`config.mk`:
```
export PLATFORM = sky130hd
export DESIGN_NAME = uart_tx_fifo
export DESIGN_NICKNAME = d
export VERILOG_FILES = /design/src/rtl/uart_tx_fifo.sv
export SDC_FILE = /design/constraint.sdc
export NUM_CORES = 1
export LEC_CHECK = 0
export ABC_AREA = 1
export CAP_MARGIN = 40
export CELL_PAD_IN_SITES_DETAIL_PLACEMENT = 1
export CELL_PAD_IN_SITES_GLOBAL_PLACEMENT = 1
export CORE_MARGIN = 1.5
export CORE_UTILIZATION = 46
export CTS_BUF_LIST = sky130_fd_sc_hd__clkbuf_2
export DETAILED_ROUTE_END_ITERATION = 12
export PLACE_DENSITY_LB_ADDON = 0.1
export SKIP_LAST_GASP = 1
export SLEW_MARGIN = 5
export SYNTH_ARGS = -nofsm -noshare
export SYNTH_HDL_FRONTEND = slang
export SYNTH_SLANG_ARGS = --single-unit
```
`constraint.sdc`:
```
create_clock -name clk_i -period 3.1 [get_ports clk_i]
set_clock_uncertainty 0.2 [all_clocks]
set_input_delay 0.62 -clock clk_i [delete_from_list [all_inputs] [get_ports clk_i]]
set_output_delay 0.62 -clock clk_i [all_outputs]
set_load 0.005 [all_outputs]
```
`src/rtl/uart_tx_fifo.sv`:
```
// 8N1 UART transmitter fed from a small byte FIFO, gated by a synchronised CTS.
// Frames are launched back-to-back straight from the stop bit while data is queued.
module uart_tx_fifo #(
    parameter int CLK_FREQ = 50000000,
    parameter int BAUD     = 115200,
    parameter int FIFO_AW  = 4
) (
    input  logic               clk_i,
    input  logic               rst_i,
    input  logic [7:0]         data_i,
    input  logic               valid_i,
    output logic               ready_o,
    input  logic               cts_i,
    output logic               tx_o,
    output logic               busy_o,
    output logic [FIFO_AW:0]   level_o
);
    localparam int DIV   = CLK_FREQ / BAUD;
    localparam int DEPTH = 2 ** FIFO_AW;
    localparam int CNT_W = (DIV > 1) ? $clog2(DIV) : 1;
    localparam logic [CNT_W-1:0]   CNT_LAST   = CNT_W'(DIV - 1);
    localparam logic [FIFO_AW:0]   LEVEL_FULL = (FIFO_AW + 1)'(DEPTH);
    localparam logic [FIFO_AW:0]   LEVEL_ONE  = (FIFO_AW + 1)'(1);

    typedef enum logic [1:0] {IDLE, START, DATA, STOP} state_t;

    state_t             state_q, state_d;
    logic [CNT_W-1:0]   cnt_q, cnt_d;
    logic [2:0]         bit_q, bit_d;
    logic [7:0]         shift_q, shift_d;
    logic               tx_q, tx_d;
    logic               pop;
    logic               can_pop;
    logic               bit_end;

    logic [7:0]         mem [DEPTH];
    logic [FIFO_AW-1:0] wr_ptr, rd_ptr;
    logic [FIFO_AW:0]   level_q, level_d;
    logic               ready_q;
    logic               wr_en;

    logic               cts_meta, cts_s;

    always_ff @(posedge clk_i or posedge rst_i) begin
        if (rst_i) begin
            cts_meta <= 1'b0;
            cts_s    <= 1'b0;
        end else begin
            cts_meta <= cts_i;
            cts_s    <= cts_meta;
        end
    end

    // A pop on the same edge frees a slot, so a write is taken even when full.
    assign wr_en = valid_i && (ready_q || pop);

    always_comb begin
        level_d = level_q;
        case ({wr_en, pop})
            2'b10:   level_d = level_q + LEVEL_ONE;
            2'b01:   level_d = level_q - LEVEL_ONE;
            default: level_d = level_q;
        endcase
    end

    always_ff @(posedge clk_i) begin
        if (wr_en) begin
            mem[wr_ptr] <= data_i;
        end
    end

    always_ff @(posedge clk_i or posedge rst_i) begin
        if (rst_i) begin
            wr_ptr  <= '0;
            rd_ptr  <= '0;
            level_q <= '0;
            ready_q <= 1'b1;
        end else begin
            if (wr_en) begin
                wr_ptr <= wr_ptr + FIFO_AW'(1);
            end
            if (pop) begin
                rd_ptr <= rd_ptr + FIFO_AW'(1);
            end
            level_q <= level_d;
            ready_q <= (level_d != LEVEL_FULL);
        end
    end

    assign can_pop = (level_q != '0) && cts_s;
    assign bit_end = (cnt_q == CNT_LAST);

    always_comb begin
        state_d = state_q;
        cnt_d   = cnt_q;
        bit_d   = bit_q;
        shift_d = shift_q;
        pop     = 1'b0;
        case (state_q)
            IDLE: begin
                if (can_pop) begin
                    pop     = 1'b1;
                    shift_d = mem[rd_ptr];
                    cnt_d   = '0;
                    state_d = START;
                end
            end
            START: begin
                if (bit_end) begin
                    cnt_d   = '0;
                    bit_d   = 3'd0;
                    state_d = DATA;
                end else begin
                    cnt_d = cnt_q + CNT_W'(1);
                end
            end
            DATA: begin
                if (bit_end) begin
                    cnt_d   = '0;
                    shift_d = shift_q >> 1;
                    if (bit_q == 3'd7) begin
                        state_d = STOP;
                    end else begin
                        bit_d = bit_q + 3'd1;
                    end
                end else begin
                    cnt_d = cnt_q + CNT_W'(1);
                end
            end
            STOP: begin
                if (bit_end) begin
                    cnt_d = '0;
                    if (can_pop) begin
                        pop     = 1'b1;
                        shift_d = mem[rd_ptr];
                        state_d = START;
                    end else begin
                        state_d = IDLE;
                    end
                end else begin
                    cnt_d = cnt_q + CNT_W'(1);
                end
            end
            default: state_d = IDLE;
        endcase

        // Line level is computed for the upcoming state so tx_o comes straight from a flop.
        case (state_d)
            START:   tx_d = 1'b0;
            DATA:    tx_d = shift_d[0];
            default: tx_d = 1'b1;
        endcase
    end

    always_ff @(posedge clk_i or posedge rst_i) begin
        if (rst_i) begin
            state_q <= IDLE;
            cnt_q   <= '0;
            bit_q   <= 3'd0;
            shift_q <= 8'd0;
            tx_q    <= 1'b1;
        end else begin
            state_q <= state_d;
            cnt_q   <= cnt_d;
            bit_q   <= bit_d;
            shift_q <= shift_d;
            tx_q    <= tx_d;
        end
    end

    assign tx_o    = tx_q;
    assign busy_o  = (state_q != IDLE);
    assign ready_o = ready_q;
    assign level_o = level_q;

endmodule

```
==> impl_metrics.py <==
metrics = {
    "run_status": {
        "status": "completed",
    },
    "sta": {
        "rsz0062_at_grt": "yes",
        "report.final.setup_viol": 0,
        "timing.fmax_ghz": 0.329,
        "finalWorstPathRequiredPeriod_ps": 3040,
        "worst_pin_slew_ps": 652,
        "fin_crit_sh": 0.980,
        "final-max-slew-violation-count": 0,
        "postLayoutSetupSlackWorst_ps": 62.7,
        "relSlewSlack": 0.564,
        "hold_violations": 0,
    },
    "floorplanning": {
        "fp.dieArea_um2": 17100,
        "dieWidth_um": 131,
        "initial_utilization": 0.472,
        "ioPinCount": 20,
        "rows": 46,
        "die_y_um": 131,
        "fp.coreArea_um2": 15900,
    },
    "yosys": {
        "syn_area_um2": 7490,
        "synth_sequential_area_ratio": 0.644,
        "post_synthesis_mean_instance_area_um2": 10.6,
        "synth.ff_latch_count": 167,
        "count_of_unique_library_cells_instantiated_by_yosys": 35,
        "synth_cells": 708,
        "post_synth_top_area_share": 0.513,
        "yosysTopAreaCell": "sky130_fd_sc_hd__edfxtp_1",
        "postSynthNetCount": 737,
        "synth.top_cells.by_area": "sky130_fd_sc_hd__edfxtp_1 (51%), sky130_fd_sc_hd__dfrtp_1 (12%), sky130_fd_sc_hd__nor2_1 (6.5%)",
        "yosysWarnings": 0,
    },
    "layout": {
        "post_route_cells_drive_above_1_share": 0.148,
        "final.fill_count": 1745,
        "postLayoutCoreUtil": 0.540,
        "num-nets-final": 798,
        "layout_common_cells": "sky130_fd_sc_hd__nor2_1 (130), sky130_fd_sc_hd__edfxtp_1 (128), sky130_fd_sc_hd__nand2_1 (113)",
        "area_occupied_by_registers_um2": 4820,
        "synthToLayoutAreaGrowth_pct": 14.6,
        "multi_input_gate_area_in_the_final_layout_um2": 2420,
        "mostFrequentLayoutCell": "sky130_fd_sc_hd__nor2_1",
    },
    "routing": {
        "m1WireLength_um": 8420,
        "wl_met3_um": 675,
        "met2RoutedLength_um": 9210,
        "detail_route.drc_violations": 0,
        "top_layer": "met4",
        "routedWlPerCell_um": 18.6,
        "totalWireLength_um": 18600,
        "vias": 5375,
        "first_pass_iters": 6,
        "vias_per_cell": 5.38,
        "initialDrtViolationCount": 350,
        "drt_antenna_net_count": 0,
    },
    "cts": {
        "max-clock-path-buffers": 2,
        "tritoncts.num_buffers": 17,
        "clock_sinks": 167,
        "clock_pin_slew_on_the_worst_setup_and_hold_paths_ps": 260,
        "cts_tree": "yes",
        "root_buffer": "sky130_fd_sc_hd__clkbuf_2",
        "h-tree-depth": 4,
        "clock_latency_ps": 730,
    },
    "critical_path": {
        "end_kind": "flop",
        "r2r_setup_slack_ps": 60,
        "crit_type": "reg2reg",
        "timing.critical_path.from_type": "flop",
        "worstPathRequired_ps": 3600,
        "crit_path_max_fanout": 4,
        "crit_arrival_ps": 3540,
    },
    "global_routing": {
        "pin_count_of_the_biggest_net_entering_global_routing": 67,
        "track_usage": 0.235,
        "grt_pass1_wl_um": 29600,
        "globalRoute.totalOverflow": 0,
        "vias_in_the_first_global_route": 5510,
        "grt_antenna_before_repair": 1,
    },
    "placed_design": {
        "place_hpwl_um": 12300,
        "gp_congestion": 0.846,
        "place_ws_ps": -99.2,
        "buffer_ports.inserted": 19,
    },
    "flow_run": {
        "timing.max_cap.violations": 0,
    },
    "power_and_ir_drop": {
        "max-vdd-ir-drop_v": 0.000407,
        "power_w": 0.00695,
        "total_leakage_power_nw": 3.39,
        "power.density_cell_area_nw_per_um2": 809,
    },
    "worst_hold_path": {
        "holdCritPathClass": "in2async",
    },
}
==> cell type report <==
type                       count  share of cell area
clock buffer                  17             0.00991
inverter                      54              0.0239
multi-input combinational    460               0.282
antenna                        1            0.000291
timing repair buffer          69              0.0691
tap                          216              0.0315
sequential                   167               0.562
clock inverter                15              0.0219
==> path summary, 6_finish.rpt <==
kind | start | to | depth (start not counted)
max | cnt_q[1] | ready_o | 21
min | rst_i | cts_meta | 3
max reg2reg | cnt_q[1] | ready_o | 21
min reg2reg | cts_meta | cts_s | 0
max in group asynchronous | rst_i | tx_o | 3
min in group clk_i | cts_meta | cts_s | 0
==> registers in the layout (all words and copies together) (netlist names), 2 cells and up <==
signal,count
mem,128
cnt_q,9
shift_q,8
level_o,5
rd_ptr,4
wr_ptr,4
bit_q,3
state_q,2
==> through the flow <==
| step | cells | setup TNS, ps | hold slack (ps) | instance area (um^2) |
|---|---|---|---|---|
| finish | 999 | 0 | 71.1 | 8590 |
| global route | 999 | -252 | 43.8 | 8590 |
| CTS | 995 | -12.0 | 4.87 | 8520 |
| detailed placement | 954 | -105 | 136 | 8160 |
| global placement | 954 | 0 | 140 | 8160 |
| floorplan | 708 | -112 | 131 | 7520 |
==> cells in the mapped netlist <==
master and number:
sky130_fd_sc_hd__a21boi_4 1, sky130_fd_sc_hd__a21oi_1 7, sky130_fd_sc_hd__buf_1 3, sky130_fd_sc_hd__buf_12 1, sky130_fd_sc_hd__buf_2 7, sky130_fd_sc_hd__clkbuf_1 16, sky130_fd_sc_hd__clkinv_1 1, sky130_fd_sc_hd__dfrtp_1 37
sky130_fd_sc_hd__dfstp_2 2, sky130_fd_sc_hd__edfxtp_1 128, sky130_fd_sc_hd__ha_1 17, sky130_fd_sc_hd__inv_1 52, sky130_fd_sc_hd__inv_2 1, sky130_fd_sc_hd__nand2_1 115, sky130_fd_sc_hd__nand2_2 2, sky130_fd_sc_hd__nand2_4 6
sky130_fd_sc_hd__nand3_1 55, sky130_fd_sc_hd__nand3_4 1, sky130_fd_sc_hd__nand4_1 3, sky130_fd_sc_hd__nor2_1 130, sky130_fd_sc_hd__nor2_2 2, sky130_fd_sc_hd__nor2_4 1, sky130_fd_sc_hd__nor3_1 2, sky130_fd_sc_hd__nor3_2 1
sky130_fd_sc_hd__nor3_4 1, sky130_fd_sc_hd__o211ai_1 22, sky130_fd_sc_hd__o21a_1 1, sky130_fd_sc_hd__o21ai_0 74, sky130_fd_sc_hd__o22ai_1 3, sky130_fd_sc_hd__o32ai_1 2, sky130_fd_sc_hd__or2_2 1, sky130_fd_sc_hd__or3_1 1
sky130_fd_sc_hd__xnor2_1 3, sky130_fd_sc_hd__xor2_1 8, sky130_fd_sc_hd__xor2_2 1
==> layer usage <==
metal / global-route usage / vias to the layer above
met2: 0.391 / 99
met1: 0.317 / 2720
met5: 0 / -
met4: 0.0692 / 0
met3: 0.0452 / 28
li1: - / 2528
==> worst max-delay path, stage by stage (launching register included) <==
cell,delay (ps)
sky130_fd_sc_hd__dfrtp_1,450
sky130_fd_sc_hd__inv_2,80
sky130_fd_sc_hd__ha_4,120
sky130_fd_sc_hd__nand2_2,60
sky130_fd_sc_hd__nor3_4,140
sky130_fd_sc_hd__nand2_2,100
sky130_fd_sc_hd__nand2_4,80
sky130_fd_sc_hd__nand2_4,50
sky130_fd_sc_hd__nor2_4,130
sky130_fd_sc_hd__nand2_4,90
sky130_fd_sc_hd__a21boi_4,170
sky130_fd_sc_hd__inv_2,70
sky130_fd_sc_hd__ha_4,180
sky130_fd_sc_hd__xor2_4,140
sky130_fd_sc_hd__ha_2,190
sky130_fd_sc_hd__a21oi_2,40
sky130_fd_sc_hd__or2_4,240
sky130_fd_sc_hd__nor2_1,90
sky130_fd_sc_hd__nand2_1,70
sky130_fd_sc_hd__nand3_2,100
sky130_fd_sc_hd__xor2_2,140
sky130_fd_sc_hd__nand3_1,90
==> kinds of logic (layout without fill, tap and decap cells) <==
family,count (synthesis),after routing,share of synthesized area
flip-flops,167,167,0.644
adder cells (fa/ha/maj),17,17,0.0284
AND/OR/NAND/NOR,321,321,0.185
AO/OA/AOI/OAI,110,110,0.0845
other,0,1,0
buffers and inverters,81,155,0.0439
XOR/XNOR,12,12,0.0150
==> what timing repair did <==
item / CTS / global route
pin swaps: 11 / 7
resized for setup: 6 / 9
buffers inserted: 9 / 2
setup endpoints to repair: 3 / 4
hold buffers: 0 / 1
cloned: 0 / 0
hold endpoints to repair: 0 / 1
==> where the power goes <==
part | switching (W) | internal [W]
clock network | 0.000860 | 0.000408
registers | 0.000175 | 0.00273
logic | 0.00176 | 0.00101
No activity file was read; power rests on OpenSTA's default activity.
